File: src/rtl/sm_mem_copy_engine_pkg.sv
`default_nettype none
// ============================================================================
// Module : sm_mem_copy_engine_pkg
// Brief  : Shared memory message definitions used by the copy engine.
//          Defines the message type codes and the field widths of the
//          standard req/resp format. Both messages are packed MSB to LSB as
//          {type, opaque, addr, len, data}.
// Config : SM_MEM_COPY_ENGINE_CHECK_EN (response checking in the top module)
// Rev    : 1.0  initial release
// ============================================================================
package sm_mem_copy_engine_pkg;

  localparam int MEM_TYPE_NBITS = 3;

  localparam logic [MEM_TYPE_NBITS-1:0] MEM_TYPE_READ  = 3'd0;
  localparam logic [MEM_TYPE_NBITS-1:0] MEM_TYPE_WRITE = 3'd1;

  // Width of the len field, which encodes bytes-per-access (0 = full word)
  function automatic int mem_len_nbits(input int d);
    return (d / 8 > 1) ? $clog2(d / 8) : 1;
  endfunction

  // Total request message width for opaque/addr/data widths o/a/d
  function automatic int mem_req_nbits(input int o, input int a, input int d);
    return MEM_TYPE_NBITS + o + a + mem_len_nbits(d) + d;
  endfunction

  // Total response message width; the response echoes addr as well
  function automatic int mem_resp_nbits(input int o, input int a, input int d);
    return MEM_TYPE_NBITS + o + a + mem_len_nbits(d) + d;
  endfunction

endpackage
`default_nettype wire

File: src/rtl/sm_mem_copy_engine_addrgen.sv
`default_nettype none
// ============================================================================
// Module : sm_mem_copy_engine_addrgen
// Brief  : Holds the latched copy command (src, dst, n) and the word counter
//          i. Produces the read/write byte addresses, the opaque tag and the
//          flag marking the final word.
// Rev    : 1.0  initial release
// ============================================================================
module sm_mem_copy_engine_addrgen
  import sm_mem_copy_engine_pkg::*;
#(
  parameter int p_opaque_nbits = 8,
  parameter int p_addr_nbits   = 32,
  parameter int p_data_nbits   = 32,
  parameter int p_count_nbits  = 16
) (
  input  logic                      clk,
  input  logic                      reset,
  input  logic                      load,
  input  logic                      incr,
  input  logic [p_addr_nbits-1:0]   src_in,
  input  logic [p_addr_nbits-1:0]   dst_in,
  input  logic [p_count_nbits-1:0]  nwords_in,
  output logic [p_addr_nbits-1:0]   rd_addr,
  output logic [p_addr_nbits-1:0]   wr_addr,
  output logic [p_opaque_nbits-1:0] opaque,
  output logic                      last
);

  localparam logic [p_addr_nbits-1:0] c_word_bytes = p_addr_nbits'(p_data_nbits / 8);

  logic [p_addr_nbits-1:0]  src_q, src_d;
  logic [p_addr_nbits-1:0]  dst_q, dst_d;
  logic [p_count_nbits-1:0] n_q, n_d;
  logic [p_count_nbits-1:0] i_q, i_d;
  logic [p_addr_nbits-1:0]  offset;
  logic [p_count_nbits:0]   i_plus1;

  // Command latch and word counter next-state
  always_comb begin
    src_d = src_q;
    dst_d = dst_q;
    n_d   = n_q;
    i_d   = i_q;
    if (load) begin
      src_d = src_in;
      dst_d = dst_in;
      n_d   = nwords_in;
      i_d   = '0;
    end else if (incr) begin
      i_d = i_q + 1'b1;
    end
  end

  // Command and counter registers
  always_ff @(posedge clk) begin
    if (!reset) begin
      src_q <= '0;
      dst_q <= '0;
      n_q   <= '0;
      i_q   <= '0;
    end else begin
      src_q <= src_d;
      dst_q <= dst_d;
      n_q   <= n_d;
      i_q   <= i_d;
    end
  end

  // Byte offset of word i; all address sums wrap modulo 2^a
  assign offset  = p_addr_nbits'(i_q) * c_word_bytes;
  assign rd_addr = src_q + offset;
  assign wr_addr = dst_q + offset;
  assign opaque  = p_opaque_nbits'(i_q);

  // One extra bit so n = 2^count-1 terminates correctly
  assign i_plus1 = {1'b0, i_q} + (p_count_nbits + 1)'(1);
  assign last    = (i_plus1 == {1'b0, n_q});

endmodule
`default_nettype wire

File: src/rtl/sm_mem_copy_engine.sv
`default_nettype none
// ============================================================================
// Module : sm_mem_copy_engine
// Brief  : Memory-request initiator copying n words from src to dst, one
//          transaction outstanding: read word i, write word i, advance.
//          Accepts a go command and reports completion over val/rdy.
// Config : SM_MEM_COPY_ENGINE_CHECK_EN - when defined, each accepted
//          response is checked (opaque, type, addr) and mismatches raise a
//          sticky done_err; when undefined done_err is tied low.
// Rev    : 1.0  initial release
// ============================================================================
module sm_mem_copy_engine
  import sm_mem_copy_engine_pkg::*;
#(
  parameter int p_opaque_nbits = 8,
  parameter int p_addr_nbits   = 32,
  parameter int p_data_nbits   = 32,
  parameter int p_count_nbits  = 16
) (
  input  logic                     clk,
  input  logic                     reset,
  input  logic                     go_val,
  output logic                     go_rdy,
  input  logic [p_addr_nbits-1:0]  go_src,
  input  logic [p_addr_nbits-1:0]  go_dst,
  input  logic [p_count_nbits-1:0] go_nwords,
  output logic                     done_val,
  input  logic                     done_rdy,
  output logic                     done_err,
  output logic                     busy,
  output logic                     memreq_val,
  input  logic                     memreq_rdy,
  output logic [mem_req_nbits(p_opaque_nbits, p_addr_nbits, p_data_nbits)-1:0]   memreq_msg,
  input  logic                     memresp_val,
  output logic                     memresp_rdy,
  input  logic [mem_resp_nbits(p_opaque_nbits, p_addr_nbits, p_data_nbits)-1:0] memresp_msg
);

  localparam int c_len_nbits = mem_len_nbits(p_data_nbits);

  typedef enum logic [2:0] {
    ST_IDLE    = 3'd0,
    ST_RD_REQ  = 3'd1,
    ST_RD_WAIT = 3'd2,
    ST_WR_REQ  = 3'd3,
    ST_WR_WAIT = 3'd4,
    ST_DONE    = 3'd5
  } state_e;

  state_e                    state_q, state_d;
  logic [p_data_nbits-1:0]   wdata_q, wdata_d;
  logic                      err_q, err_d;

  logic                      load, incr, last;
  logic [p_addr_nbits-1:0]   rd_addr, wr_addr;
  logic [p_opaque_nbits-1:0] opaque;

  logic [MEM_TYPE_NBITS-1:0] req_type;
  logic [p_addr_nbits-1:0]   req_addr;
  logic [p_data_nbits-1:0]   req_data;

  logic [MEM_TYPE_NBITS-1:0] resp_type;
  logic [p_opaque_nbits-1:0] resp_opaque;
  logic [p_addr_nbits-1:0]   resp_addr;
  logic [c_len_nbits-1:0]    resp_len;
  logic [p_data_nbits-1:0]   resp_data;
  logic                      resp_bad;
  logic                      unused_resp;

  assign {resp_type, resp_opaque, resp_addr, resp_len, resp_data} = memresp_msg;

  sm_mem_copy_engine_addrgen #(
    .p_opaque_nbits (p_opaque_nbits),
    .p_addr_nbits   (p_addr_nbits),
    .p_data_nbits   (p_data_nbits),
    .p_count_nbits  (p_count_nbits)
  ) u_addrgen (
    .clk       (clk),
    .reset     (reset),
    .load      (load),
    .incr      (incr),
    .src_in    (go_src),
    .dst_in    (go_dst),
    .nwords_in (go_nwords),
    .rd_addr   (rd_addr),
    .wr_addr   (wr_addr),
    .opaque    (opaque),
    .last      (last)
  );

  // State, write-data and error registers
  always_ff @(posedge clk) begin
    if (!reset) begin
      state_q <= ST_IDLE;
      wdata_q <= '0;
      err_q   <= 1'b0;
    end else begin
      state_q <= state_d;
      wdata_q <= wdata_d;
      err_q   <= err_d;
    end
  end

  // Next-state and handshake outputs; request fields depend only on state
  always_comb begin
    state_d     = state_q;
    wdata_d     = wdata_q;
    err_d       = err_q;
    load        = 1'b0;
    incr        = 1'b0;
    go_rdy      = 1'b0;
    done_val    = 1'b0;
    memreq_val  = 1'b0;
    memresp_rdy = 1'b0;
    req_type    = MEM_TYPE_READ;
    req_addr    = rd_addr;
    req_data    = '0;
    case (state_q)
      ST_IDLE: begin
        go_rdy = 1'b1;
        if (go_val) begin
          load    = 1'b1;
          err_d   = 1'b0;
          state_d = (go_nwords == '0) ? ST_DONE : ST_RD_REQ;
        end
      end
      ST_RD_REQ: begin
        memreq_val = 1'b1;
        if (memreq_rdy) state_d = ST_RD_WAIT;
      end
      ST_RD_WAIT: begin
        memresp_rdy = 1'b1;
        if (memresp_val) begin
          wdata_d = resp_data;
          err_d   = err_q | resp_bad;
          state_d = ST_WR_REQ;
        end
      end
      ST_WR_REQ: begin
        memreq_val = 1'b1;
        req_type   = MEM_TYPE_WRITE;
        req_addr   = wr_addr;
        req_data   = wdata_q;
        if (memreq_rdy) state_d = ST_WR_WAIT;
      end
      ST_WR_WAIT: begin
        memresp_rdy = 1'b1;
        if (memresp_val) begin
          incr    = 1'b1;
          err_d   = err_q | resp_bad;
          state_d = last ? ST_DONE : ST_RD_REQ;
        end
      end
      ST_DONE: begin
        done_val = 1'b1;
        if (done_rdy) state_d = ST_IDLE;
      end
      default: state_d = ST_IDLE;
    endcase
  end

  assign busy       = (state_q != ST_IDLE);
  assign memreq_msg = {req_type, opaque, req_addr, {c_len_nbits{1'b0}}, req_data};

`ifdef SM_MEM_COPY_ENGINE_CHECK_EN
  logic [MEM_TYPE_NBITS-1:0] exp_type;
  logic [p_addr_nbits-1:0]   exp_addr;

  assign exp_type    = (state_q == ST_WR_WAIT) ? MEM_TYPE_WRITE : MEM_TYPE_READ;
  assign exp_addr    = (state_q == ST_WR_WAIT) ? wr_addr : rd_addr;
  assign resp_bad    = (resp_opaque != opaque) || (resp_type != exp_type) ||
                       (resp_addr != exp_addr);
  assign done_err    = err_q;
  assign unused_resp = &{1'b0, resp_len};

`ifndef VC_ASSERT_NOT_X
`define VC_ASSERT_NOT_X(sig) assert (!$isunknown(sig))
`endif
  // Handshake inputs from neighbours must never be X once out of reset
  always_ff @(posedge clk) begin
    if (reset) begin
      `VC_ASSERT_NOT_X(memresp_val);
      `VC_ASSERT_NOT_X(done_rdy);
    end
  end
`else
  assign resp_bad    = 1'b0;
  assign done_err    = 1'b0;
  assign unused_resp = &{1'b0, resp_type, resp_opaque, resp_addr, resp_len};
`endif

endmodule
`default_nettype wire

File: config.mk
export PLATFORM = sky130hd
export DESIGN_NAME = sm_mem_copy_engine
export DESIGN_NICKNAME = d
export VERILOG_FILES = /design/src/rtl/sm_mem_copy_engine_pkg.sv /design/src/rtl/sm_mem_copy_engine_addrgen.sv /design/src/rtl/sm_mem_copy_engine.sv
export SDC_FILE = /design/constraint.sdc
export NUM_CORES = 1
export LEC_CHECK = 0
export ABC_CLOCK_PERIOD_IN_PS = 8300
export CELL_PAD_IN_SITES_DETAIL_PLACEMENT = 2
export CELL_PAD_IN_SITES_GLOBAL_PLACEMENT = 2
export CORE_UTILIZATION = 28
export CTS_CLUSTER_DIAMETER = 60
export DETAILED_ROUTE_END_ITERATION = 7
export HOLD_SLACK_MARGIN = 0.03
export PLACE_DENSITY = 0.87
export SYNTH_ARGS = -nofsm -noshare
export SYNTH_HDL_FRONTEND = slang
export SYNTH_SLANG_ARGS = --single-unit
File: constraint.sdc
create_clock -name clk -period 8.3 [get_ports clk]
set_input_delay 1.66 -clock clk [delete_from_list [all_inputs] [get_ports clk]]
set_output_delay 1.66 -clock clk [all_outputs]
set_load 0.05 [all_outputs]
## After elaboration in Yosys (flattened, before gate mapping)

Index checks and enable logic that the tools add are counted.

- Add/subtract/negate cells: 4
- Multiply operators: 0
- Div/mod/pow operators: 0
- $lt $le $gt $ge: 0
- Equal/unequal tests: 12
- Shifts and indexed selects: 0
- Multiplexer cells: 20
- Bitwise logic cells: 1
- Reduce and logical (&&, ||, !) cells: 8

Operators by type and width:

| operator | count |
|---|---|
| $add A32 B18 Y32 | 2 |
| $mux W32 | 2 |
| $mux W3 | 8 |
| $pmux W3 S6 | 1 |
| $add A16 B1 Y17 const B | 1 |
| $eq A17 B16 Y1 | 1 |
| $add A16 B1 Y16 const B | 1 |
| $logic_not A16 Y1 | 1 |
| $ne A2 B2 Y1 const B | 6 |
| $mux W1 | 9 |
| $eq A3 B2 Y1 const B | 2 |
| $eq A3 B3 Y1 const B | 2 |
| $reduce_and A6 Y1 | 1 |
| $reduce_or A2 Y1 | 3 |
| $eq A3 B1 Y1 const B | 1 |
| $logic_not A3 Y1 | 1 |
| $reduce_bool A3 Y1 | 1 |
| $reduce_and A2 Y1 | 1 |
| $not A1 Y1 | 1 |

- Bits in registers: 131
- Latch bits: 0
- Memory bits (writable): 0
- Bits in read-only memories: 0
- Memories kept: 0

## Longest topological paths before layout

Gate-level depths: netlist of the first run.

- Word-level depth: 5
- Gate-level depth with buffers: 17

## Modules after synthesis

A second synthesis of the first run with hierarchy kept.

- Cell total of the unflattened synthesis: 926
- Area, all modules: 8176.6 sq um

Modules (own cells, without submodules):

| module | instances | cells each | area each (sq um) |
|---|---|---|---|
| sm_mem_copy_engine_addrgen | 1 | 667 | 6017.0 |
| sm_mem_copy_engine | 1 | 259 | 2159.6 |

## Worst setup path before layout of the first run

No wires, ideal clock.

- Path kind: reg-to-output
- From: reg state_q[2]
- To: out memreq_msg[56]
- Arrival time: 4226 ps
- Required time: 6640 ps
- Slack: 2414 ps
- Cell stages (with the launch flop): 18
- Path buffers: 3
- Path through: dfxtp_1 -> buf_2 -> nand3b_4 -> inv_2 -> buf_1 -> buf_1 -> nand2_1 -> nand2_1 -> ha_1 -> inv_1 -> fa_1 -> nor2b_1 -> o2111ai_1 -> nand3b_1 -> o211ai_1 -> o21ai_1 -> a31oi_1 -> xor2_1

- Word-level cells in the longest chain between the ends: 2

Ends and longest elaborated chain:

| what | RTL line | source |
|---|---|---|
| start, declared | sm_mem_copy_engine.sv:50 | `state_e state_q, state_d;` |
| start signal, assigned | sm_mem_copy_engine.sv:98 | `state_q <= state_d;` |
| $eq A3 B2 Y1 | sm_mem_copy_engine.sv:118 | `case (state_q)` |
| $mux W32 | sm_mem_copy_engine.sv:118 |  |
| end, declared | sm_mem_copy_engine.sv:33 | `output logic [mem_req_nbits(p_opaque_nbits, p_addr_nbits, p_data_nbits)-1:0] memreq_msg,` |

Every way passes these cells.

## Worst setup path in the final report of the first run

- From: reg state_q[0]
- To: out memreq_msg[59]

The elaborated chain is that of the path after synthesis.

==> results of run 1 <==
-- synth_stat cells (all sizes together) (7+ instances only) --
master | number | area, µm²
mux2i | 14 | 140.1
clkbuf | 34 | 127.6
inv | 13 | 48.79
nor2b | 10 | 62.56
ha | 17 | 212.7
dfxtp | 131 | 2623
nand4 | 8 | 71.32
nand3 | 19 | 110.1
xor2 | 28 | 245.2
xnor2 | 26 | 227.7
a21boi | 116 | 878.3
nor4 | 7 | 56.30
nor3 | 10 | 55.05
and2 | 36 | 227.7
nand2 | 319 | 1200
buf | 35 | 217.7
nor2 | 33 | 133.9
o21ai | 22 | 113.9
a21oi | 31 | 155.2
-- metrics by stage --
step	hold WS (ns)	std cells	cell area (µm²)	setup slack, ns	power, µW
after global placement	0.4362	1456	9603	1.704	1005
final	0.4516	1488	10190	1.193	1765
after CTS	0.4546	1488	10190	1.109	1787
after detailed placement	0.4447	1456	9603	1.633	1016
after global routing	0.4771	1488	10190	0.7535	1838
after floorplan	0.4305	989	7531	2.414	879.7
-- cell type report --
cell class,instances,area (µm²),area share [%]
clock inverters,12,132.6,1.301
flip-flops and latches,131,2623,25.73
repair buffers,201,1992,19.54
multi-input cells,776,4521,44.35
clock buffers,20,456.7,4.481
inverters,13,48.80,0.4788
well taps,335,419.2,4.112
-- worst max-delay path: cells and delay by family, from the launching register on --
family	cells	cell delay [ns]
adder cells (fa/ha/maj)	1	0.28
buffers and inverters	3	1.88
AND/OR/NAND/NOR	5	1.01
XOR/XNOR	1	0.24
flip-flops	1	0.53
AO/OA/AOI/OAI	4	1.03
-- per-layer routing --
metal | global-route usage (%) | part of all wire, % | vias up
met1 | 23.38 | 43 | 3559
met4 | 5.892 | 1.7 | 0
li1 | - | - | 3589
met3 | 6.554 | 6.7 | 30
met2 | 35.85 | 49 | 169
met5 | 0 | 0 | -
-- sequential cells by signal, indices dropped and copies added, names as in the netlist --
name and flops:
u_addrgen.n_q 16, u_addrgen.i_q 16, state_q 3, u_addrgen.src_q 32
u_addrgen.dst_q 32, wdata_q 32
-- how the worst min path moves through the flow --
stage / from / end / cells after the start
after CTS: wdata_q[8] / wdata_q[8] / 2
final: wdata_q[10] / wdata_q[10] / 2
after global placement: wdata_q[7] / wdata_q[7] / 2
after global routing: wdata_q[29] / wdata_q[29] / 2
after detailed placement: wdata_q[8] / wdata_q[8] / 2
after floorplan: wdata_q[10] / wdata_q[10] / 2
-- logic make-up after synthesis --
kind of cell	after synthesis	share of synthesized area, %
and+or+nand+nor	470	28.23
AOI/OAI and AO/OA	215	20.33
DFF	131	34.89
buffers and inverters	82	5.244
xor gates and xnor gates	54	6.293
adders and majority gates	18	3.096
muxes	14	1.864
other	1	0.04989
-- cell usage in the layout, fill, tap and decap left out, types with 9 or more instances in the layout --
| cell type | netlist | final |
|---|---|---|
| a21boi_0 | 67 | 67 |
| a21boi_1 | 47 | 47 |
| a21oi_1 | 31 | 31 |
| and2_1 | 35 | 34 |
| clkbuf_16 | 0 | 17 |
| clkdlybuf4s50_1 | 0 | 194 |
| dfxtp_1 | 131 | 131 |
| ha_1 | 17 | 17 |
| inv_1 | 12 | 12 |
| mux2i_1 | 14 | 14 |
| nand2_1 | 318 | 317 |
| nand3_1 | 16 | 16 |
| nor2_1 | 31 | 30 |
| nor2b_1 | 10 | 10 |
| nor3_1 | 9 | 9 |
| o21ai_0 | 17 | 17 |
| xnor2_1 | 26 | 26 |
| xor2_1 | 28 | 28 |
-- power breakdown --
group / leakage, µW / internal [µW] / switching, µW
Clock: 0.000282 / 458 / 308
Sequential: 0.00107 / 662 / 26.7
Combinational: 0.00242 / 127 / 183
==> impl_metrics.py, run 1 <==
metrics = {
    "outcome": {
        "outcome": "finished, violations left",
        "violations": "design-rule violations",
    },
    "logic_synthesis": {
        "synthFlopType": "dfxtp_1",
        "ys_types": 69,
        "syn_inst": 985,
        "seq_area_frac_synth_pct": 34.89,
        "ys_warn_count": 0,
        "avgSynthCellArea_um2": 7.630,
        "synth.ff_latch_count": 131,
        "synthArstFlopShare_pct": 0,
        "syn_area_um2": 7516,
        "synth_edf_count": 0,
    },
    "timing": {
        "setup_viol": 0,
        "slew_headroom_pct": 38.97,
        "grt_setup_unrepaired": "false",
        "clock.fmax_mhz": 140.7,
        "finalHoldViolCount": 0,
        "skew_ns": 0.01461,
        "period_share_pct": 85.63,
        "min_period_ns": 7.107,
        "worst_slew_pin_slew_ns": 0.9155,
        "drv_slew": 0,
        "timing.setup.tns_ns": 0,
    },
    "route": {
        "drt-pass1-iter-count": 6,
        "initialDrtViolationCount": 306,
        "route.vias.total": 7347,
        "routedWlPerCell_um": 18.34,
        "routed_via_density": 4.938,
        "wl_um": 27280,
        "drcViolationCount": 11,
        "ant_nets": 0,
    },
    "job": {
        "maxCapViolCount": 0,
    },
    "clock_network": {
        "clockBufferDepth": 2,
        "cts_max_level": 4,
        "cts_sinks": 131,
        "clk_latency_ns": 0.43,
        "cts_root_buf": "clkbuf_16",
        "hold_buffers": 0,
        "cts_resized": 0,
        "cts.clk_slew.worst_paths_ns": 0.06,
        "cts_made_buffers": 17,
        "postCtsSetupBuffers": 0,
        "cts_tree": "yes",
    },
    "global_route": {
        "grt_pass1_vias": 8277,
        "grt_pass1_wl_um": 44100,
        "grt_overflow": 0,
        "grt_antenna_before_repair": 1,
        "grt_max_degree": 86,
        "grtUsageTotal_pct": 20.33,
    },
    "worst_setup_path": {
        "r2r_slack_ns": 5.40,
        "slowest_stage": "clkdlybuf4s50_1",
        "startpoint": "state_q[0]",
        "reg2reg_from": "state_q[0]",
        "cp.arrival_ns": 5.45,
        "critical_path.endpoint": "memreq_msg[59]",
        "path_cells": "nand3b_4 -> inv_2 -> buf_4 -> nand2_1 -> nand2_1 -> ha_1 -> a21oi_1 -> nand2_1 -> a2111oi_2 -> o21bai_2 -> and2_4 -> a21boi_2 -> xnor2_1 -> clkdlybuf4s50_1",
        "path_common_cell": "nand2_1",
        "required_ns": 6.64,
        "r2r_end": "u_addrgen.src_q[2]",
        "cp-start-kind": "flop",
        "cp_max_fo": 57,
        "end_kind": "output pin",
        "reg2regPathDepth": 5,
        "cp_slowest_stage_delay_ns": 0.86,
        "crit_type": "reg -> out",
    },
    "power_and_ir_drop": {
        "leakage_uw": 0.003772,
        "power_density_nw_per_um2": 173.2,
        "ir_drop_uv": 104.1,
    },
    "floorplan": {
        "io_pins": 246,
        "dieArea_um2": 27500,
        "die_x_um": 165.8,
        "core-area_um2": 26210,
        "initial_core_util_pct": 28.68,
        "rows": 59,
        "die_y_um": 165.8,
    },
    "final_layout": {
        "drive_gt1_share_pct": 5.637,
        "antenna_cells": 0,
        "nNetsFinal": 1321,
        "post-route-util_pct": 38.89,
        "fillCellCount": 3024,
        "areaGrowthSynthToFinish_pct": 35.61,
    },
    "min_path": {
        "hp-class": "reg -> reg",
    },
    "placement": {
        "io_buffers": 195,
        "place_congestion": 0.7868,
        "dpl.hpwl_um": 19610,
    },
}
Power figures use the tool's default switching activity.
==> inputs of run 2 (changes only) <==
Settings changed: CORE_MARGIN set to 2, REMOVE_ABC_BUFFERS set to 1.
==> run 2 against run 1 <==
The run now ends clean. Largest power group unchanged. Critical endpoint is now memreq_msg[52]. Sequential power hardly changed. Global-route usage shrank 0.96 points. Clock-buffer cell count down 2. Highest routed layer is now met5. Non-clock buffer count increased by 3. Design area grew 0.27%. Critical path type unchanged.
==> impl_metrics.py, run 2 (same netlist as run 1, synthesis figures left out) <==
metrics = {
    "final_layout": {
        "areaGrowthSynthToFinish_pct": 35.97,
        "antenna_cells": 0,
        "final_cell_mix": "nand2_1 (317), clkdlybuf4s50_1 (194), dfxtp_1 (131)",
        "nNetsFinal": 1324,
        "top_regs": "u_addrgen.dst_q x32, u_addrgen.src_q x32, wdata_q x32",
        "drive_gt1_share_pct": 5.882,
        "final_common_cell": "nand2_1",
        "fillCellCount": 2983,
    },
    "global_route": {
        "grt_antenna_before_repair": 3,
        "grt_pass1_wl_um": 43640,
        "grtUsageTotal_pct": 19.37,
        "grt_util_met1_pct": 22.64,
        "grt_pass1_vias": 8173,
        "met3_usage_pct": 4.913,
        "grtUsageMet2_pct": 35.18,
        "grt_overflow": 0,
        "grt_busiest_layer": "met2",
        "grt_max_degree": 82,
    },
    "worst_setup_path": {
        "path_cells": "nand3b_4 -> inv_2 -> nand2_1 -> nand2_1 -> ha_1 -> inv_1 -> fa_1 -> nor2b_1 -> o2111ai_1 -> nand3b_1 -> o211ai_1 -> o21ai_1 -> a21oi_1 -> xor2_1 -> clkdlybuf4s50_1",
        "path_common_cell": "nand2_1",
        "cp-start-kind": "flop",
        "slowest_stage": "clkdlybuf4s50_1",
        "cp_max_fo": 29,
        "path_buf_inv": 3,
        "crit_family": "buffers and inverters",
        "cp.arrival_ns": 5.26,
        "cp_slowest_stage_delay_ns": 0.83,
        "end_kind": "output pin",
        "crit_type": "reg -> out",
        "required_ns": 6.64,
    },
    "power_and_ir_drop": {
        "pwr-share-clk_pct": 43.9,
        "power.switching_uw": 535.2,
        "p_comb_share_pct": 17.3,
        "power_density_nw_per_um2": 173.9,
        "switching_share_pct": 30.11,
        "internal_power_uw": 1242,
        "power_frac_seq_pct": 38.7,
        "leakage_uw": 0.003790,
        "ir_drop_uv": 113.9,
    },
    "timing": {
        "drv_slew": 0,
        "clock.fmax_mhz": 144.6,
        "min_period_ns": 6.916,
        "timing.setup.tns_ns": 0,
        "worst_slack_ns": 1.384,
        "skew_ns": 0.01075,
        "grt_setup_unrepaired": "false",
        "worst_slew_pin_slew_ns": 0.9651,
        "period_share_pct": 83.33,
        "slew_headroom_pct": 35.66,
        "setup_viol": 0,
        "finalHoldViolCount": 0,
    },
    "min_path": {
        "hp-class": "reg -> reg",
    },
    "placement": {
        "dpl.hpwl_um": 19350,
        "place_congestion": 0.7814,
        "place_ws_ns": 1.832,
        "io_buffers": 195,
    },
    "route": {
        "drt-pass1-iter-count": 4,
        "initialDrtViolationCount": 200,
        "drcViolationCount": 0,
        "routedWlPerCell_um": 17.92,
        "routed_via_density": 4.918,
        "wl_um": 26720,
        "route.vias.total": 7333,
        "ant_nets": 0,
    },
    "floorplan": {
        "dieArea_um2": 28170,
        "die_y_um": 167.8,
        "core-area_um2": 26210,
        "io_pins": 246,
        "rows": 59,
        "die_x_um": 167.8,
        "initial_core_util_pct": 28.68,
    },
    "clock_network": {
        "cts_tree": "yes",
        "cts_made_buffers": 17,
        "clk_latency_ns": 0.42,
        "cts_max_level": 4,
        "cts_resized": 0,
        "cts.clk_slew.worst_paths_ns": 0.06,
        "postCtsSetupBuffers": 0,
        "clockBufferDepth": 2,
        "cts_root_buf": "clkbuf_16",
        "hold_buffers": 0,
        "cts_sinks": 131,
    },
    "job": {
        "maxCapViolCount": 0,
    },
    "outcome": {
        "outcome": "completed",
    },
}
## run 2: routing by layer
metal / vias up / part of all wire, %
met1: 3579 / 43
li1: 3600 / -
met2: 128 / 51
met4: 2 / 1.5
met5: - / 0.049
met3: 24 / 5.0
## run 2: layout make-up
class	count	area (µm²)	area share, %
Multi-Input combinational cell	776	4521	44.23
Clock inverter	14	165.2	1.616
Sequential cell	131	2623	25.66
Clock buffer	18	429.2	4.199
Timing Repair Buffer	204	2014	19.71
Inverter	13	48.80	0.4775
Tap cell	335	419.2	4.101
## run 2: metrics by stage
stage	cell area (µm²)	std cells	power (µW)	hold slack [ns]	utilization [%]
2_1_floorplan	7186	920	865.8	0.4305	-
3_3_place_gp	9625	1459	1004	0.4355	36.73
3_5_place_dp	9625	1459	1015	0.4465	36.73
4_1_cts	10220	1491	1806	0.4535	39.00
5_1_grt	10220	1491	1861	0.4727	39.00
6_report	10220	1491	1778	0.4500	39.00
## run 2: power groups by stage
stage / Clock (µW) / Sequential [µW] / Combinational (µW)
floorplan: 0 / 694 / 172
CTS: 802 / 688 / 315
finish: 781 / 688 / 308
global placement: 0 / 700 / 304
detailed placement: 0 / 702 / 313
global route: 830 / 693 / 338
## run 2: worst paths after layout
check              startpoint                 to  slack, ns  depth (start not counted)
setup / recovery   state_q[0]     memreq_msg[52]       1.38                         15
setup reg to reg   state_q[0]  u_addrgen.i_q[10]       5.60                          5
hold / removal    wdata_q[29]        wdata_q[29]       0.45                          2
hold reg to reg   wdata_q[29]        wdata_q[29]       0.45                          2
## run 2: worst min-delay path, delay by kind of cell, from the launching register on
family	cells	cell delay [ns]
and+or+nand+nor	1	0.05
DFF	1	0.30
AOI/OAI and AO/OA	1	0.05
